[config.mk]
export PLATFORM = sky130hd
export DESIGN_NAME = ram_port_arbiter
export DESIGN_NICKNAME = d
export VERILOG_FILES = /design/src/rtl/ram_port_arbiter.sv
export SDC_FILE = /design/constraint.sdc
export NUM_CORES = 1
export LEC_CHECK = 0
export ABC_AREA = 0
export CAP_MARGIN = 20
export CORE_MARGIN = 4
export CORE_UTILIZATION = 22
export CTS_CLUSTER_SIZE = 16
export DETAILED_ROUTE_END_ITERATION = 8
export PLACE_DENSITY = 0.84
export SETUP_SLACK_MARGIN = 0.5
export SLEW_MARGIN = 0
export SYNTH_ARGS = -nofsm -noshare
export SYNTH_HDL_FRONTEND = slang
export SYNTH_SLANG_ARGS = --single-unit
export TNS_END_PERCENT = 30
[constraint.sdc]
create_clock -name clk -period 2.6 [get_ports clk]
set_input_delay 0.39 -clock clk [delete_from_list [all_inputs] [get_ports clk]]
set_output_delay 0.39 -clock clk [all_outputs]
set_load 0.05 [all_outputs]
[src/rtl/ram_port_arbiter.sv]
// ============================================================================
//  Module   : ram_port_arbiter
//  Purpose  : Two-master round-robin arbiter for the shared single-port RAM.
//             Master 0 is the CPU and master 1 a loader/debug requester.
//             Bursts are bounded to MAX_BURST accesses while the other side
//             waits. One-cycle read returns are tagged per master.
//  Options  : define ARB_STATS_EN to add per-master 16-bit access counters
//             (m0_grantCount / m1_grantCount).
//  Revision : 1.0 - initial release
// ============================================================================
`default_nettype none

module ram_port_arbiter #(
    parameter int SIZE      = 10,
    parameter int MAX_BURST = 4
) (
    input  logic            clk,
    input  logic            rst,
    input  logic            m0_req,
    input  logic            m0_wrEn,
    input  logic [SIZE-1:0] m0_addr,
    input  logic [31:0]     m0_data,
    output logic            m0_gnt,
    output logic            m0_rvalid,
    input  logic            m1_req,
    input  logic            m1_wrEn,
    input  logic [SIZE-1:0] m1_addr,
    input  logic [31:0]     m1_data,
    output logic            m1_gnt,
    output logic            m1_rvalid,
    input  logic [31:0]     data_fromRAM,
    output logic            wrEn,
    output logic [SIZE-1:0] addr_toRAM,
    output logic [31:0]     data_toRAM,
    output logic [31:0]     rdata
`ifdef ARB_STATS_EN
    ,
    output logic [15:0]     m0_grantCount,
    output logic [15:0]     m1_grantCount
`endif
);

    localparam int CW = (MAX_BURST > 1) ? $clog2(MAX_BURST) : 1;

    localparam logic [1:0]  c_IDLE = 2'd0;
    localparam logic [1:0]  c_OWN0 = 2'd1;
    localparam logic [1:0]  c_OWN1 = 2'd2;

    localparam logic [CW:0]   c_BURST_MAX = (CW+1)'(MAX_BURST);
    localparam logic [CW-1:0] c_BURST_SAT = CW'(MAX_BURST - 1);

    logic [1:0]    r_state;
    logic [CW-1:0] r_burst;
    logic          r_last;      // last-served master
    logic          r_m0_rvalid;
    logic          r_m1_rvalid;

    logic [1:0]    w_next_state;
    logic [CW-1:0] w_next_burst;
    logic          w_next_last;
    logic          w_acc0;
    logic          w_acc1;
    logic [CW:0]   w_burst_inc;
    logic [CW-1:0] w_burst_stay;

    // Reset masks everything visible so nothing leaks during the reset cycle
    assign m0_gnt    = (r_state == c_OWN0) && !rst;
    assign m1_gnt    = (r_state == c_OWN1) && !rst;
    assign w_acc0    = m0_gnt && m0_req;
    assign w_acc1    = m1_gnt && m1_req;
    assign m0_rvalid = r_m0_rvalid && !rst;
    assign m1_rvalid = r_m1_rvalid && !rst;
    assign rdata     = data_fromRAM;

    assign w_burst_inc  = {1'b0, r_burst} + (CW+1)'(1);
    // Saturate when the other master is idle so a late requester waits at most one access
    assign w_burst_stay = (r_burst == c_BURST_SAT) ? c_BURST_SAT : (r_burst + CW'(1));

    // Drive RAM controls from the master performing an access, zero otherwise
    always_comb begin
        wrEn       = 1'b0;
        addr_toRAM = '0;
        data_toRAM = '0;
        if (w_acc0) begin
            wrEn       = m0_wrEn;
            addr_toRAM = m0_addr;
            data_toRAM = m0_data;
        end else if (w_acc1) begin
            wrEn       = m1_wrEn;
            addr_toRAM = m1_addr;
            data_toRAM = m1_data;
        end
    end

    // Round-robin next-state, burst counter and last-served logic
    always_comb begin
        w_next_state = r_state;
        w_next_burst = r_burst;
        w_next_last  = r_last;
        case (r_state)
            c_IDLE: begin
                w_next_burst = '0;
                if (m0_req && m1_req) begin
                    w_next_state = r_last ? c_OWN0 : c_OWN1;
                end else if (m0_req) begin
                    w_next_state = c_OWN0;
                end else if (m1_req) begin
                    w_next_state = c_OWN1;
                end
            end
            c_OWN0: begin
                if (!m0_req) begin
                    w_next_state = m1_req ? c_OWN1 : c_IDLE;
                    w_next_burst = '0;
                    w_next_last  = 1'b0;
                end else if ((w_burst_inc == c_BURST_MAX) && m1_req) begin
                    w_next_state = c_OWN1;
                    w_next_burst = '0;
                    w_next_last  = 1'b0;
                end else begin
                    w_next_burst = w_burst_stay;
                end
            end
            c_OWN1: begin
                if (!m1_req) begin
                    w_next_state = m0_req ? c_OWN0 : c_IDLE;
                    w_next_burst = '0;
                    w_next_last  = 1'b1;
                end else if ((w_burst_inc == c_BURST_MAX) && m0_req) begin
                    w_next_state = c_OWN0;
                    w_next_burst = '0;
                    w_next_last  = 1'b1;
                end else begin
                    w_next_burst = w_burst_stay;
                end
            end
            default: begin
                w_next_state = c_IDLE;
                w_next_burst = '0;
            end
        endcase
    end

    // State registers and one-cycle read-return tags
    always_ff @(posedge clk) begin
        if (rst) begin
            r_state     <= c_IDLE;
            r_burst     <= '0;
            r_last      <= 1'b1;
            r_m0_rvalid <= 1'b0;
            r_m1_rvalid <= 1'b0;
        end else begin
            r_state     <= w_next_state;
            r_burst     <= w_next_burst;
            r_last      <= w_next_last;
            r_m0_rvalid <= w_acc0 && !m0_wrEn;
            r_m1_rvalid <= w_acc1 && !m1_wrEn;
        end
    end

`ifdef ARB_STATS_EN
    logic [15:0] r_m0_cnt;
    logic [15:0] r_m1_cnt;

    // Per-master access counters, wrapping at 16 bits
    always_ff @(posedge clk) begin
        if (rst) begin
            r_m0_cnt <= '0;
            r_m1_cnt <= '0;
        end else begin
            if (w_acc0) r_m0_cnt <= r_m0_cnt + 16'd1;
            if (w_acc1) r_m1_cnt <= r_m1_cnt + 16'd1;
        end
    end

    assign m0_grantCount = r_m0_cnt;
    assign m1_grantCount = r_m1_cnt;
`endif

endmodule

`default_nettype wire
-- Yosys cells after proc, flatten, opt, wreduce, memory -nomap -nowiden
Index checks and enable logic that the tools add are counted.
- reductions and logical operators: 18
- eq/ne operators: 7
- multiplexer cells: 28
- $add $sub $neg: 2
- operator list (cell ; number):
    2-to-1 mux 32 bit ; 2
    2-to-1 mux 2 bit ; 14
    2-to-1 mux 10 bit ; 2
    logical AND 1 bit ; 11
    2-to-1 mux 1 bit ; 7
    inequality test 3 x 2 -> 1 bit (second input constant) ; 2
    case mux 2 bit (3 select lines) ; 1
    AND reduction 3 bit ; 2
    equality test 2 bit (second input constant) ; 2
    inequality test 4 bit (second input constant) ; 1
    case mux 2 bit (2 select lines) ; 1
    adder 2 x 1 -> 3 bit (second input constant) ; 1
    equality test 3 bit (second input constant) ; 1
    logical NOT 1 bit ; 3
    adder 2 x 1 -> 2 bit (second input constant) ; 1
    equality test 2 x 1 -> 1 bit (second input constant) ; 1
    logical NOT 2 bit ; 1
    case mux 1 bit (2 select lines) ; 1
    nonzero test 2 bit ; 1
- word-level logic and storage cells: 60
- input port bits: 122
- register bits after elaboration: 7
- output and inout port bits: 79

-- Longest topological paths before layout
Gate-level depths: netlist (run 1).
- word-level depth: 6
- gate-level depth with buffers: 7
- gate-level depth less buffers: 6

-- Worst setup path after synthesis (run 1)
No wires, ideal clock.
- path type: register to output
- start: reg r_state[1]
- end: out addr_toRAM[0]
- buffers on the path: 1
- required time: 2210 ps
- stages on the path, launching flop included: 8
- path slack: 475 ps
- arrival time: 1735 ps
- cells stage by stage: dfxtp_1 > inv_1 > ha_1 > nand2_1 > nor2_4 > nor3_4 > buf_6 > a22o_1
- word-level cells in the longest chain between the ends: 5
- elaborated cells on any way between the ends: 8
- those cells by class: eq/ne: 2; mux: 2; reduce/logical: 4
- ends and longest elaborated chain (item ; line ; RTL):
    from (decl) ; 52 ; logic [1:0] r_state;
    from (signal assigned) ; 147 ; r_state <= c_IDLE;
    from (signal assigned) ; 153 ; r_state <= w_next_state;
    equality test 2 bit ; 68 ; assign m1_gnt = (r_state == c_OWN1) && !rst;
    logical AND 1 bit ; 68 ;
    logical AND 1 bit ; 70 ; assign w_acc1 = m1_gnt && m1_req;
    2-to-1 mux 10 bit ; 88 ; end else if (w_acc1) begin
    2-to-1 mux 10 bit * ; 84 ; if (w_acc0) begin
    to (decl) ; 33 ; output logic [SIZE-1:0] addr_toRAM,
Mark *: on every way between the ends. The rest lies on a longest branch, timed or not.

-- Worst setup path in the final report (run 1)
- start: reg r_state[1]
- end: out data_toRAM[6]
- word-level cells in the longest chain between the ends: 5
- elaborated cells on any way between the ends: 8
- those cells by class: eq/ne: 2; mux: 2; reduce/logical: 4
- ends and longest elaborated chain (item ; line ; RTL):
    equality test 2 bit ; 68 ;
    logical AND 1 bit ; 68 ;
    logical AND 1 bit ; 70 ;
    2-to-1 mux 32 bit ; 88 ;
    2-to-1 mux 32 bit * ; 84 ;
    to (decl) ; 34 ; output logic [31:0] data_toRAM,
Marks and branches as above.

==> results.ini, run 1 <==
[flow_run]
maxCapViolCount = 0

[logic_synthesis]
synth_area_leader_cell = a22o_1
synth_edf_count = 0
synthCells = 132
ys_types = 29
synth_nets = 258
syn_avg_cell_area_sq_um = 8.389
yosysSeqAreaShare_pct = 12.66
synthArstFlopShare_pct = 0
ys.flop_type = dfxtp_1
synth-seq-cells = 7
ys_warn_count = 0
yosys-top-cells-area = a22o_1, buf_4, dfxtp_1
yosysTopAreaCellShare_pct = 34.01
netlist_area_sq_mm = 0.001107

[cells_and_area]
fin_nets = 379
layout_common_cells = clkdlybuf4s50_1, buf_12, a22o_4
diodes = 0
area_growth_pct = 194.5
drive_gt1_share_pct = 43.25
seq_area_sq_um = 145.1
final_common_cell = clkdlybuf4s50_1
multi_input_area_sq_um = 897.1
instances_no_fill = 319
fillers = 351

[worst_hold_path]
min_from = r_last
hold_path_class = reg2reg

[power_and_ir_drop]
ir_drop_mv = 0.4596
power_density_mw_per_mm2 = 540.8
pwr-share-seq_pct = 9.5
p_switching_uw = 760.8
pwr-share-clk_pct = 9.2
switching_share_pct = 43.15
p_int_mw = 1.003
p_comb_share_pct = 81.3
cellLeakagePower_nw = 1.372

[global_route]
grtUsageTotal_pct = 17.72
antenna_found_initial = 0
grt_pass1_wl_um = 8618
grt_pass1_vias = 1648
grt_max_degree = 24
grt_overflow = 0

[sta]
setup_viol = 0
relSlewSlack_pct = 81.47
setup_tns_ns = 0
slew_viol_final = 0
hold_ws_ns = 0.4715
worstMarginPinSlew_ns = 0.2780
rsz0062_at_grt = yes
finalHoldViolCount = 0
fin_crit_ns = 2.223
skew_ns = 0.001394
clock.fmax_mhz = 449.8
finalCritPeriodShare_pct = 85.50

[clock_tree]
htree_levels = 1
hold_buffers = 0
clk_latency_ns = 0.24
clk_pin_slew_ns = 0.04
cts_made_buffers = 3
cts-root-buf = clkbuf_8
cts.sinks = 7
tritoncts = yes
cts_max_path_buffers = 2

[critical_path]
cp.arrival_ns = 1.83
cp_data_required_time_ns = 2.21
worstReg2RegStart = r_state[1]
critical_path.startpoint_type = register
path_max_fanout = 6
setup.worst_path.start = r_state[1]
crit_type = reg2out
rrSetupSlack_ns = 1.00
end_kind = output pin

[detailed_routing]
drc = 0
routed_wl_um = 6156
drtAntennaViolNets = 0
wl_per_cell_um = 19.30
dr_total_vias = 1566
dr.pass1.iters = 4
viasPerCell = 4.909
drt_iter0_drc = 27

[placed_design]
placed_cells = 300
portBuffers = 136
dp_hpwl_um = 4448
place_congestion = 0.8353

[floorplanning]
dieArea_sq_mm = 0.006232
coreArea_sq_mm = 0.004786
rows = 25
die_h_um = 78.95
chipWidth_um = 78.95
pin_count = 201
start_util_pct = 23.14

[status]
status = finished, final reports clean

## sequential cells by signal, summed over array words and instances (netlist names)
| signal | cells |
|---|---|
| r_last | 1 |
| r_state | 2 |
| r_m1_rvalid | 1 |
| r_m0_rvalid | 1 |
| r_burst | 2 |
## power by group through the flow
stage | clock network (mW) | registers (mW) | logic, mW
after floorplan | 0 | 0.145 | 0.745
after global placement | 0 | 0.148 | 1.17
after detailed placement | 0 | 0.150 | 1.19
after CTS | 0.164 | 0.161 | 1.35
after global routing | 0.173 | 0.170 | 1.49
final | 0.162 | 0.168 | 1.43
## cell type report
type,count,share of cell area [%]
timing repair buffer,157,63.47
multi-input combinational,80,27.51
sequential,7,4.451
tap,67,2.571
clock buffer,4,1.381
inverter,4,0.6140
## cell usage after synthesis (3+ instances only)
cell and count:
buf_6 4, ha_1 4, a22o_1 43, dfxtp_1 7, a21oi_1 3, nor3_1 3
buf_2 4, inv_1 4, buf_4 32, nor2b_1 3, nor2_1 5
## kinds of logic after synthesis
group / after synthesis / share of synthesized area (%)
fa+ha+maj: 4 / 4.520
compound gates: 55 / 41.92
buf+inv: 45 / 29.26
flops: 7 / 12.65
simple gates: 21 / 11.64
## per-layer routing
| layer | share of wire, % | routed length, um | global-route usage, % |
|---|---|---|---|
| met2 | 54 | 3308 | 35.31 |
| met4 | 2.5 | 153 | 5.498 |
| met1 | 34 | 2109 | 17.57 |
| met5 | 0 | 0 | 0 |
| met3 | 9.5 | 585 | 4.762 |
## path summary, 6_finish.rpt
kind	endpoint	depth (start not counted)
worst max-delay path	data_toRAM[6]	9
worst min-delay path	r_last	1
worst max register to register	r_last	8
worst min register to register	r_last	1
## worst max-delay path, cell delays in order (launching register included)
cell	delay (ns)
dfxtp_4	0.37
buf_6	0.10
ha_4	0.15
nand2_4	0.07
nor3_4	0.24
buf_6	0.13
buf_6	0.11
buf_16	0.11
a22o_1	0.17
buf_12	0.14
## what timing repair did
action | CTS | global route
endpoints found under the setup margin | 43 | 43
pin swaps | 10 | 5
gates resized for setup | 34 | 21
gates cloned | 3 | 1
setup buffers | 10 | 1
## through the flow
step	setup slack [ns]	area (sq um)	util, %	power (mW)
after floorplan	0.4752	1122	-	0.8898
after global placement	0.2407	2761	57.70	1.322
after detailed placement	0.1604	2761	57.70	1.337
after CTS	0.4012	3092	64.60	1.679
after global routing	0.3180	3261	68.13	1.837
final	0.3769	3261	68.13	1.763
No activity file was read; power rests on OpenSTA's default activity.
==> run 2, diff against run 1 <==
SLEW_MARGIN = 20   (was 0)
==> results of run 2 <==
Same layout as run 1: the final DEF is identical, and so are final timing and power.
==> run 3, diff against run 2 <==
CORE_AREA = 4 4 77 79   (was default)
CORE_MARGIN = default   (was 4)
CORE_UTILIZATION = default   (was 22)
DIE_AREA = 0 0 81 83   (was default)
DONT_BUFFER_PORTS = 1   (was default)
PLACE_DENSITY = 0.32   (was 0.84)
SLEW_MARGIN = 0   (was 20)
==> results.ini, run 3 (synthesized netlist as in run 1, its figures left out) <==
[detailed_routing]
highest_layer = met4
drc = 0  ; unchanged
wl_per_cell_um = 23.06  ; +19%
routed_wl_um = 5396  ; -12%
route.met3.wl_um = 674  ; +15%
met1Wirelength_um = 1603  ; -24%
dr_total_vias = 1203  ; -23%
wl_met2_um = 3064  ; -7.4%
drt_iter0_drc = 26  ; -3.7%
dr.pass1.iters = 4  ; unchanged
viasPerCell = 5.141  ; +4.7%
drtAntennaViolNets = 0  ; unchanged

[cells_and_area]
diodes = 0  ; unchanged
drive_gt1_share_pct = 70.37  ; +27 points
layout_common_cells = buf_12, a22o_4, a22o_2, buf_4, a22o_1
area_growth_pct = 113.3
instances_no_fill = 234  ; -27%
largestRegisters = r_burst (2), r_state (2)
postLayoutCellArea_sq_mm = 0.002362  ; -28%
fin_nets = 289  ; -24%
final_common_cell = buf_12

[sta]
relSlewSlack_pct = 81.75  ; +0.28 points
finalCritPeriodShare_pct = 83.73  ; -1.8 points
worstMarginPinSlew_ns = 0.2713  ; -0.006664 ns
finalHoldViolCount = 0  ; unchanged
setup_viol = 0  ; unchanged
fin_crit_ns = 2.177  ; -0.04615 ns
skew_ns = 0.004588  ; +0.003195 ns
rsz0062_at_grt = yes
slew_viol_final = 0  ; unchanged
setup_tns_ns = 0  ; unchanged
clock.fmax_mhz = 459.4  ; +2.1%

[critical_path]
r2r-end = r_state[0]
worstReg2RegStart = r_state[1]
setup.worst_path.start = r_state[1]
rrSetupSlack_ns = 0.98  ; -0.02 ns
crit_family = buffers and inverters
cp_cell_sequence = inv_4, ha_4, nand2_4, nor2_4, nor3_4, buf_6, buf_6, buf_12, a22o_1, buf_12
cp.arrival_ns = 1.79  ; -0.04 ns
crit_type = reg2out
worst-path-stages = 10  ; +1
cp_slowest_stage_delay_ns = 0.35  ; -0.02 ns
cp_data_required_time_ns = 2.21  ; about the same
end_kind = output pin
endpoint = wrEn
crit_buf_inv = 5  ; unchanged
cpMaxStageDelayCell = dfxtp_4
ff2ff_path_depth = 8  ; unchanged
critical_path.startpoint_type = register
path_max_fanout = 6  ; unchanged

[clock_tree]
cts-root-buf = clkbuf_8
hold_buffers = 0  ; unchanged
tritoncts = yes
cts_made_buffers = 3  ; unchanged
cts.sinks = 7  ; unchanged
htree_levels = 1  ; unchanged
clk_pin_slew_ns = 0.04  ; about the same
clk_latency_ns = 0.23  ; about the same
cts_max_path_buffers = 2  ; unchanged

[floorplanning]
die_h_um = 83  ; +5.1%
coreArea_sq_mm = 0.005338  ; +12%
pin_count = 201  ; unchanged
start_util_pct = 20.75  ; -2.4 points
dieArea_sq_mm = 0.006723  ; +7.9%
chipWidth_um = 81  ; +2.6%
rows = 27  ; +8.0%

[power_and_ir_drop]
total_power_mw = 1.613  ; -8.5%
power_density_mw_per_mm2 = 682.8  ; +26%
cellLeakagePower_nw = 1.003  ; -27%
ir_drop_mv = 0.3905  ; -15%

[worst_hold_path]
hold_path_class = in2reg

[global_route]
grt_max_degree = 44  ; +83%
grt_pass1_vias = 1297  ; -21%
antenna_found_initial = 0  ; unchanged
grtUsageTotal_pct = 13.75  ; -4.0 points
grt_overflow = 0  ; unchanged
grt_pass1_wl_um = 7245  ; -16%

[placed_design]
dp_hpwl_um = 3848  ; -14%
dpl_cell_area_sq_mm = 0.001822  ; -34%
placed_cells = 212  ; -29%
place_congestion = 0.7284  ; -13%
portBuffers = 0  ; -100%

[status]
status = finished, final reports clean

[flow_run]
maxCapViolCount = 0  ; unchanged

run 3: per-stage QoR:
stage	hold slack, ns	utilization, %	setup WS, ns
3_3_place_gp	0.4354	34.13	0.5485
3_5_place_dp	0.4408	34.13	0.4309
2_1_floorplan	0.4263	-	0.4752
5_1_grt	0.2347	44.26	0.3541
4_1_cts	0.2354	41.33	0.4070
6_report	0.2379	44.26	0.4231
run 3: area by class of cell:
cell class	instances	area, sq um
repair buffers	67	1182
inverters	4	17.52
flip-flops and latches	7	145.1
multi-input cells	80	882.1
clock buffers	4	45.04
well taps	72	90.09
fillers	495	2975
run 3: power by group:
group          switching, mW  total, mW  internal (mW)
Combinational          0.649       1.30          0.651
Sequential            0.0229      0.161          0.138
Clock                 0.0457      0.152          0.106
Total                  0.718       1.61          0.895
run 3: worst register-to-register path, delay by kind of cell, from the launching register on:
kind / cells / cell delay (ns)
AO/OA/AOI/OAI: 2 / 0.26
adder cells (fa/ha/maj): 1 / 0.18
buffers and inverters: 3 / 0.26
flip-flops: 1 / 0.35
AND/OR/NAND/NOR: 2 / 0.51
run 3: how the worst min path moves through the flow:
stage,startpoint,to,depth (start not counted)
after floorplan,r_last,r_last,1
after global placement,r_last,r_last,1
after detailed placement,r_last,r_last,1
after CTS,m1_wrEn,r_m1_rvalid,1
after global routing,m0_wrEn,r_m0_rvalid,1
final,m0_wrEn,r_m0_rvalid,1
run 3: what timing repair did:
item                       4_1_cts  5_1_grt
setup buffers                   10        2
resized for setup               33       14
gates cloned                     4        2
setup endpoints to repair       43       43
pin swaps                       10        6
run 3: metal layers:
layer	vias to the layer above	GRT usage, %
met3	10	4.772
met1	550	12.69
met2	103	27.04
li1	540	-
met5	-	0
met4	0	4.147
